### src/rtl/bios_wdt_pkg.sv
// Shared types and constants for the BIOS watchdog receive path.
// The optional build macro BIOS_WDT_STRICT_EN is handled in bios_wdt_timer.
package bios_wdt_pkg;

  localparam int NUM_EVT   = 5;

  // Bit positions inside the toggle vector.
  localparam int EVT_KICK  = 0;
  localparam int EVT_DIS   = 1;
  localparam int EVT_FORCE = 2;
  localparam int EVT_ARM   = 3;
  localparam int EVT_OTHER = 4;

  // BIOS write codes that the CPU-side decoder maps onto the bits above.
  localparam logic [7:0] CODE_KICK  = 8'h55;
  localparam logic [7:0] CODE_DIS   = 8'h29;
  localparam logic [7:0] CODE_FORCE = 8'hFF;
  localparam logic [7:0] CODE_ARM   = 8'hAA;

  typedef enum logic [1:0] {IDLE, ARMED, EXPIRE} wdt_state_e;

  typedef enum logic [2:0] {
    CMD_NONE, CMD_DIS, CMD_KICK, CMD_ARM, CMD_FORCE, CMD_OTHER
  } wdt_cmd_e;

  // One command per cycle: disable > kick > arm > force > other.
  function automatic wdt_cmd_e decodeCmd(input logic [NUM_EVT-1:0] evt);
    wdt_cmd_e cmd;
    cmd = CMD_NONE;
    if (evt[EVT_DIS])        cmd = CMD_DIS;
    else if (evt[EVT_KICK])  cmd = CMD_KICK;
    else if (evt[EVT_ARM])   cmd = CMD_ARM;
    else if (evt[EVT_FORCE]) cmd = CMD_FORCE;
    else if (evt[EVT_OTHER]) cmd = CMD_OTHER;
    return cmd;
  endfunction

endpackage

### src/rtl/bios_wdt_timer_if.sv
// Toggle-vector input and watchdog status outputs of the BIOS watchdog.
interface bios_wdt_timer_if;
  import bios_wdt_pkg::*;

  logic [NUM_EVT-1:0] bCPUWrWdtRegSig;
  logic               WdtRstN;
  logic               BiosSel;
  logic               WdtArmed;
  logic [7:0]         WdtRemainSec;
  logic [1:0]         WdtExpCnt;

  modport master (output bCPUWrWdtRegSig,
                  input  WdtRstN, BiosSel, WdtArmed, WdtRemainSec, WdtExpCnt);
  modport slave  (input  bCPUWrWdtRegSig,
                  output WdtRstN, BiosSel, WdtArmed, WdtRemainSec, WdtExpCnt);
endinterface

### src/rtl/bios_wdt_toggle_det.sv
// Turns each toggle of an asynchronous level vector into a one-cycle event.
// The sync stage keeps sampling through reset so that, once reset drops,
// the first cycle only primes prev with the settled input and no stale
// difference is reported.
module bios_wdt_toggle_det #(
  parameter int W = 5
) (
  input  logic         CLK32768,
  input  logic         MainResetN,
  input  logic [W-1:0] sigIn,
  output logic [W-1:0] evt
);

  logic [W-1:0] syncQ;
  logic [W-1:0] prevQ;
  logic         primed;

  // Single sync stage, free-running so it holds the live input at release.
  always_ff @(posedge CLK32768) begin
    syncQ <= sigIn;
  end

  // Edge detect; events are suppressed on the first cycle after reset.
  always_ff @(posedge CLK32768) begin
    if (!MainResetN) begin
      prevQ  <= '0;
      primed <= 1'b0;
      evt    <= '0;
    end else begin
      prevQ  <= syncQ;
      primed <= 1'b1;
      evt    <= primed ? (syncQ ^ prevQ) : '0;
    end
  end

endmodule

### src/rtl/bios_wdt_timer.sv
// Seconds-based BIOS watchdog: toggle commands, prescaler, countdown,
// reset pulse on expiry and BIOS image swap.
// Build option: define BIOS_WDT_STRICT_EN to make an invalid-code write
// while armed expire the watchdog just like a force.
module bios_wdt_timer
  import bios_wdt_pkg::*;
#(
  parameter int TIMEOUT_SEC   = 180,
  parameter int TICK_DIV      = 32768,
  parameter int RST_PULSE_CYC = 4,
  parameter int DEFAULT_ARMED = 1
) (
  input  logic             CLK32768,
  input  logic             MainResetN,
  bios_wdt_timer_if.slave  wdtIf
);

  localparam int PW = (TICK_DIV > 1) ? $clog2(TICK_DIV) : 1;
  localparam logic [7:0]    RELOAD   = 8'(TIMEOUT_SEC);
  localparam logic [PW-1:0] PRE_LAST = PW'(TICK_DIV - 1);
  localparam logic [3:0]    PLS_LAST = 4'(RST_PULSE_CYC - 1);
  localparam wdt_state_e    ST_RST   = (DEFAULT_ARMED != 0) ? ARMED : IDLE;

  logic [NUM_EVT-1:0] evt;
  wdt_cmd_e           cmd;
  logic               tick;
  logic               otherExpires;
  logic               enterExp;

  wdt_state_e    stateQ, stateD;
  logic [PW-1:0] preQ,   preD;
  logic [7:0]    remQ,   remD;
  logic [3:0]    pcntQ,  pcntD;
  logic          rstNQ,  rstND;
  logic          biosQ,  biosD;
  logic [1:0]    cntQ,   cntD;
  logic          armedQ;

  bios_wdt_toggle_det #(.W(NUM_EVT)) uTglDet (
    .CLK32768   (CLK32768),
    .MainResetN (MainResetN),
    .sigIn      (wdtIf.bCPUWrWdtRegSig),
    .evt        (evt)
  );

  assign cmd  = decodeCmd(evt);
  assign tick = (preQ == PRE_LAST);

`ifdef BIOS_WDT_STRICT_EN
  assign otherExpires = (cmd == CMD_OTHER);
`else
  assign otherExpires = 1'b0;
`endif

  // Next-state logic; a command in a tick cycle takes precedence over it.
  always_comb begin
    stateD   = stateQ;
    preD     = '0;
    remD     = remQ;
    pcntD    = pcntQ;
    rstND    = rstNQ;
    biosD    = biosQ;
    cntD     = cntQ;
    enterExp = 1'b0;
    case (stateQ)
      IDLE: begin
        if (cmd == CMD_ARM) begin
          stateD = ARMED;
          remD   = RELOAD;
        end
      end
      ARMED: begin
        preD = tick ? '0 : preQ + PW'(1);
        if (cmd == CMD_DIS) begin
          stateD = IDLE;
          preD   = '0;
        end else if (cmd == CMD_KICK || cmd == CMD_ARM) begin
          remD = RELOAD;
          preD = '0;
        end else if (cmd == CMD_FORCE || otherExpires) begin
          enterExp = 1'b1;
        end else if (tick) begin
          if (remQ > 8'd1) begin
            remD = remQ - 8'd1;
          end else begin
            remD     = '0;
            enterExp = 1'b1;
          end
        end
      end
      EXPIRE: begin
        if (pcntQ == PLS_LAST) begin
          stateD = ARMED;
          rstND  = 1'b1;
          remD   = RELOAD;
        end else begin
          pcntD = pcntQ + 4'd1;
        end
      end
      default: stateD = ST_RST;
    endcase
    if (enterExp) begin
      stateD = EXPIRE;
      preD   = '0;
      pcntD  = '0;
      rstND  = 1'b0;
      biosD  = ~biosQ;
      cntD   = (cntQ == 2'd3) ? 2'd3 : cntQ + 2'd1;
    end
  end

  // State registers; reset also ends an in-flight reset pulse.
  always_ff @(posedge CLK32768) begin
    if (!MainResetN) begin
      stateQ <= ST_RST;
      preQ   <= '0;
      remQ   <= RELOAD;
      pcntQ  <= '0;
      rstNQ  <= 1'b1;
      biosQ  <= 1'b0;
      cntQ   <= '0;
      armedQ <= (DEFAULT_ARMED != 0);
    end else begin
      stateQ <= stateD;
      preQ   <= preD;
      remQ   <= remD;
      pcntQ  <= pcntD;
      rstNQ  <= rstND;
      biosQ  <= biosD;
      cntQ   <= cntD;
      armedQ <= (stateD == ARMED);
    end
  end

  assign wdtIf.WdtRstN      = rstNQ;
  assign wdtIf.BiosSel      = biosQ;
  assign wdtIf.WdtArmed     = armedQ;
  assign wdtIf.WdtRemainSec = remQ;
  assign wdtIf.WdtExpCnt    = cntQ;

endmodule

### src/flat_wrapper.sv
// flat-port wrapper written by rule: the top's interface ports become plain ports
module bios_wdt_timer_flat import bios_wdt_pkg::*;
#(
  parameter int TIMEOUT_SEC   = 180,
  parameter int TICK_DIV      = 32768,
  parameter int RST_PULSE_CYC = 4,
  parameter int DEFAULT_ARMED = 1
)
  (CLK32768, MainResetN, wdtIf_bCPUWrWdtRegSig, wdtIf_WdtRstN, wdtIf_BiosSel, wdtIf_WdtArmed, wdtIf_WdtRemainSec, wdtIf_WdtExpCnt);
  bios_wdt_timer_if wdtIf_i ();
  input  logic CLK32768;
  input  logic MainResetN;
  input wire logic [$bits(wdtIf_i.bCPUWrWdtRegSig)-1:0] wdtIf_bCPUWrWdtRegSig;
  output wire logic [$bits(wdtIf_i.WdtRstN)-1:0] wdtIf_WdtRstN;
  output wire logic [$bits(wdtIf_i.BiosSel)-1:0] wdtIf_BiosSel;
  output wire logic [$bits(wdtIf_i.WdtArmed)-1:0] wdtIf_WdtArmed;
  output wire logic [$bits(wdtIf_i.WdtRemainSec)-1:0] wdtIf_WdtRemainSec;
  output wire logic [$bits(wdtIf_i.WdtExpCnt)-1:0] wdtIf_WdtExpCnt;
  assign wdtIf_i.bCPUWrWdtRegSig = wdtIf_bCPUWrWdtRegSig;
  assign wdtIf_WdtRstN = wdtIf_i.WdtRstN;
  assign wdtIf_BiosSel = wdtIf_i.BiosSel;
  assign wdtIf_WdtArmed = wdtIf_i.WdtArmed;
  assign wdtIf_WdtRemainSec = wdtIf_i.WdtRemainSec;
  assign wdtIf_WdtExpCnt = wdtIf_i.WdtExpCnt;
  bios_wdt_timer #(.TIMEOUT_SEC(TIMEOUT_SEC), .TICK_DIV(TICK_DIV), .RST_PULSE_CYC(RST_PULSE_CYC), .DEFAULT_ARMED(DEFAULT_ARMED)) u_core (.CLK32768(CLK32768), .MainResetN(MainResetN), .wdtIf(wdtIf_i));
endmodule
### config.mk
export PLATFORM = sky130hd
export DESIGN_NAME = bios_wdt_timer_flat
export DESIGN_NICKNAME = d
export VERILOG_FILES = /design/src/rtl/bios_wdt_pkg.sv /design/src/rtl/bios_wdt_timer_if.sv /design/src/rtl/bios_wdt_toggle_det.sv /design/src/rtl/bios_wdt_timer.sv /design/src/flat_wrapper.sv
export SDC_FILE = /design/constraint.sdc
export NUM_CORES = 1
export LEC_CHECK = 0
export CAP_MARGIN = 0
export CORE_ASPECT_RATIO = 0.75
export CORE_UTILIZATION = 39
export CTS_CLUSTER_DIAMETER = 60
export DETAILED_ROUTE_END_ITERATION = 6
export GPL_ROUTABILITY_DRIVEN = 0
export PLACE_DENSITY = 0.64
export SETUP_SLACK_MARGIN = 0.15
export SYNTH_ARGS = -nofsm -noshare
export SYNTH_HDL_FRONTEND = slang
export SYNTH_SLANG_ARGS = --single-unit
### constraint.sdc
create_clock -name CLK32768 -period 5.4 [get_ports CLK32768]
set_clock_uncertainty 0.05 [all_clocks]
set_input_delay 0.81 -clock CLK32768 [delete_from_list [all_inputs] [get_ports CLK32768]]
set_output_delay 0.81 -clock CLK32768 [all_outputs]
set_load 0.02 [all_outputs]
==> results.tsv <==
metric	value	unit
status	finished, violations left	
failed_checks	DRC	
avgSynthCellArea	9.133	um^2
fin_setup_tns	0	ns
grt_max_degree	24	
fmax	355.0	MHz
cts-root-buf	clkbuf_8	
cts_buffers	5	
start_util	40.45	%
fin_util	46.86	%
worst_pin_slew	0.8582	ns
met2_usage	21.41	%
cp-end-kind	register	
fin_crit_sh	52.16	%
core	0.004900	mm^2
cp_max_fo	23	
grt_pass1_wl	6196	um
via_per_inst	5.081	
synth_top_area_share	47.47	%
startpoint_type	input port	
clock_sinks	47	
num_io_pins	20	
avgRoutedWirePerCell	11.63	um
yosysUniqueCellTypes	44	
portBuffers	18	
final-setup-viol-count	0	
max_cap_viol_count	0	
diodes	0	
cts_hold_buf	0	
post_cts_buffers	0	
rows	22	
nets	247	
cp_data_arrival_time	3.00	ns
syn_inst	217	
antenna_found_initial	0	
period_minus_slack	2.817	ns
maxSlewViolCount	0	
power_density	290.1	mW/mm^2
die-area	0.005374	mm^2
register_area	940.9	um^2
peakVddDrop	102.5	uV
cts_tree	yes	
die_y	63.74	um
routed_wl	3453	um
synthesis.nets	228	
rsz0062_at_grt	no	
drc	8	
netlist_area	0.001982	mm^2
multi_input_area	978.4	um^2
h-tree-depth	2	
overflow	0	
synth_top_area_cell	dfxtp_1	
top_usage_layer	met2	
drt_iter0_markers	91	
fillers	482	
crit_type	input port to register	
synth-warning-count	0	
cp.required	5.58	ns
netlist_top_cells_area	dfxtp_1 (47%), nor2_1 (7.0%), xnor2_1 (4.9%)	
synthToLayoutAreaGrowth	15.85	%
synth_flop_cell	dfxtp_1	
grt_pass1_vias	1399	
synth_edf_count	0	
firstDrtPassIters	6	
clkLatencyLatePin	0.30	ns
min_path_type	register to register	
track_usage	14.34	%
hold_viol_final	0	
max_slew_margin	42.53	%
yosysSeqAreaShare	47.47	%
synthMostInstantiatedCell	dfxtp_1	
layout-drive-gt1-share	8.017	%
die_w	84.32	um
p_leak	0.8380	nW
synth_common_cells	dfxtp_1 (47), nor2_1 (37), nand2_1 (12)	
grt_use_met1	20.39	%
grt.met3_usage	3.876	%
async_flop_share	0	%
clockBufferDepth	2	
cts_resized	0	
path_clk_slew	0.09	ns
post-dp-hpwl	2510	um
synth_seq_cells	47	
detail-route-antenna-nets	0	
dr_total_vias	1509	
-- path summary, 6_finish.rpt --
check	start	endpoint	slack, ns	depth (start not counted)
min reg2reg	u_core.wdtIf.WdtExpCnt[1]	u_core.wdtIf.WdtExpCnt[1]	0.42	2
max reg2reg	u_core.stateQ[1]	u_core.wdtIf.WdtRemainSec[1]	3.15	5
max	MainResetN	u_core.preQ[2]	2.58	4
min	u_core.wdtIf.WdtExpCnt[1]	u_core.wdtIf.WdtExpCnt[1]	0.42	2
-- state kept, by name, summed over array words and instances (netlist names) --
signal,flops
u_core.uTglDet.evt,4
u_core.uTglDet.syncQ,4
u_core.uTglDet.primed,1
u_core.wdtIf.WdtExpCnt,2
u_core.wdtIf.WdtRemainSec,8
u_core.wdtIf.BiosSel,1
u_core.preQ,15
u_core.stateQ,2
u_core.uTglDet.prevQ,4
u_core.wdtIf.WdtRstN,1
u_core.pcntQ,4
u_core.wdtIf.WdtArmed,1
-- logic make-up (layout without fill, tap and decap cells) --
group	Yosys count	in the layout	share of synthesized area, %
muxes	3	3	1.578
buffers and inverters	14	34	3.157
AOI/OAI and AO/OA	37	37	12.75
and+or+nand+nor	94	94	24.56
xor gates and xnor gates	18	18	7.954
DFF	47	47	47.47
adders and majority gates	4	4	2.525
-- power breakdown --
group | total, W | switching (W) | internal [W]
Combinational | 0.0000780 | 0.0000436 | 0.0000344
Sequential | 0.000372 | 0.0000123 | 0.000359
Clock | 0.000217 | 0.000123 | 0.0000938
-- layout make-up --
type,count,share of cell area [%]
Multi-Input combinational cell,156,42.62
Sequential cell,47,40.98
Timing Repair Buffer,18,7.847
Tap cell,60,3.270
Clock buffer,5,2.997
Inverter,8,1.308
Clock inverter,3,0.9809
-- placed cells by master (no fill, tap or decap), types with 3 or more instances in the layout --
| cell type | count |
|---|---|
| nand2_1 | 12 |
| nand3_1 | 10 |
| clkdlybuf4s50_1 | 18 |
| a21oi_1 | 8 |
| nor3_1 | 3 |
| nor2_1 | 37 |
| xor2_1 | 7 |
| or2_2 | 4 |
| o21ai_0 | 6 |
| xnor2_1 | 11 |
| dfxtp_1 | 47 |
| ha_1 | 4 |
| o211ai_1 | 7 |
| and3_1 | 5 |
| a31oi_1 | 3 |
| inv_1 | 8 |
| and2_1 | 4 |
| o31ai_1 | 3 |
| clkbuf_8 | 5 |
| nand4_1 | 3 |
-- through the flow --
stage	hold slack [ns]	setup slack [ns]	instances	power (W)	instance area [um^2]
2_1_floorplan	0.3794	3.351	217	0.0004345	1982
3_3_place_gp	0.3977	2.305	289	0.0004556	2205
3_5_place_dp	0.4083	2.274	289	0.0004573	2205
4_1_cts	0.4239	2.592	297	0.0006772	2296
5_1_grt	0.4462	2.386	297	0.0007024	2296
6_report	0.4193	2.583	297	0.0006662	2296
-- routing by layer --
layer  routed length (um)  up-vias
li1                     -      790
met1                 1843      675
met2                 1420       42
met3                  182        2
met4                    7        0
met5                    0        -
-- worst max-delay path, cell delays in order --
cell and delay [ns]:
clkdlybuf4s50_1 0.96, inv_1 0.20, or4_1 0.83, nor2_1 0.19
Note: power is estimated with default switching activity, not from simulation.
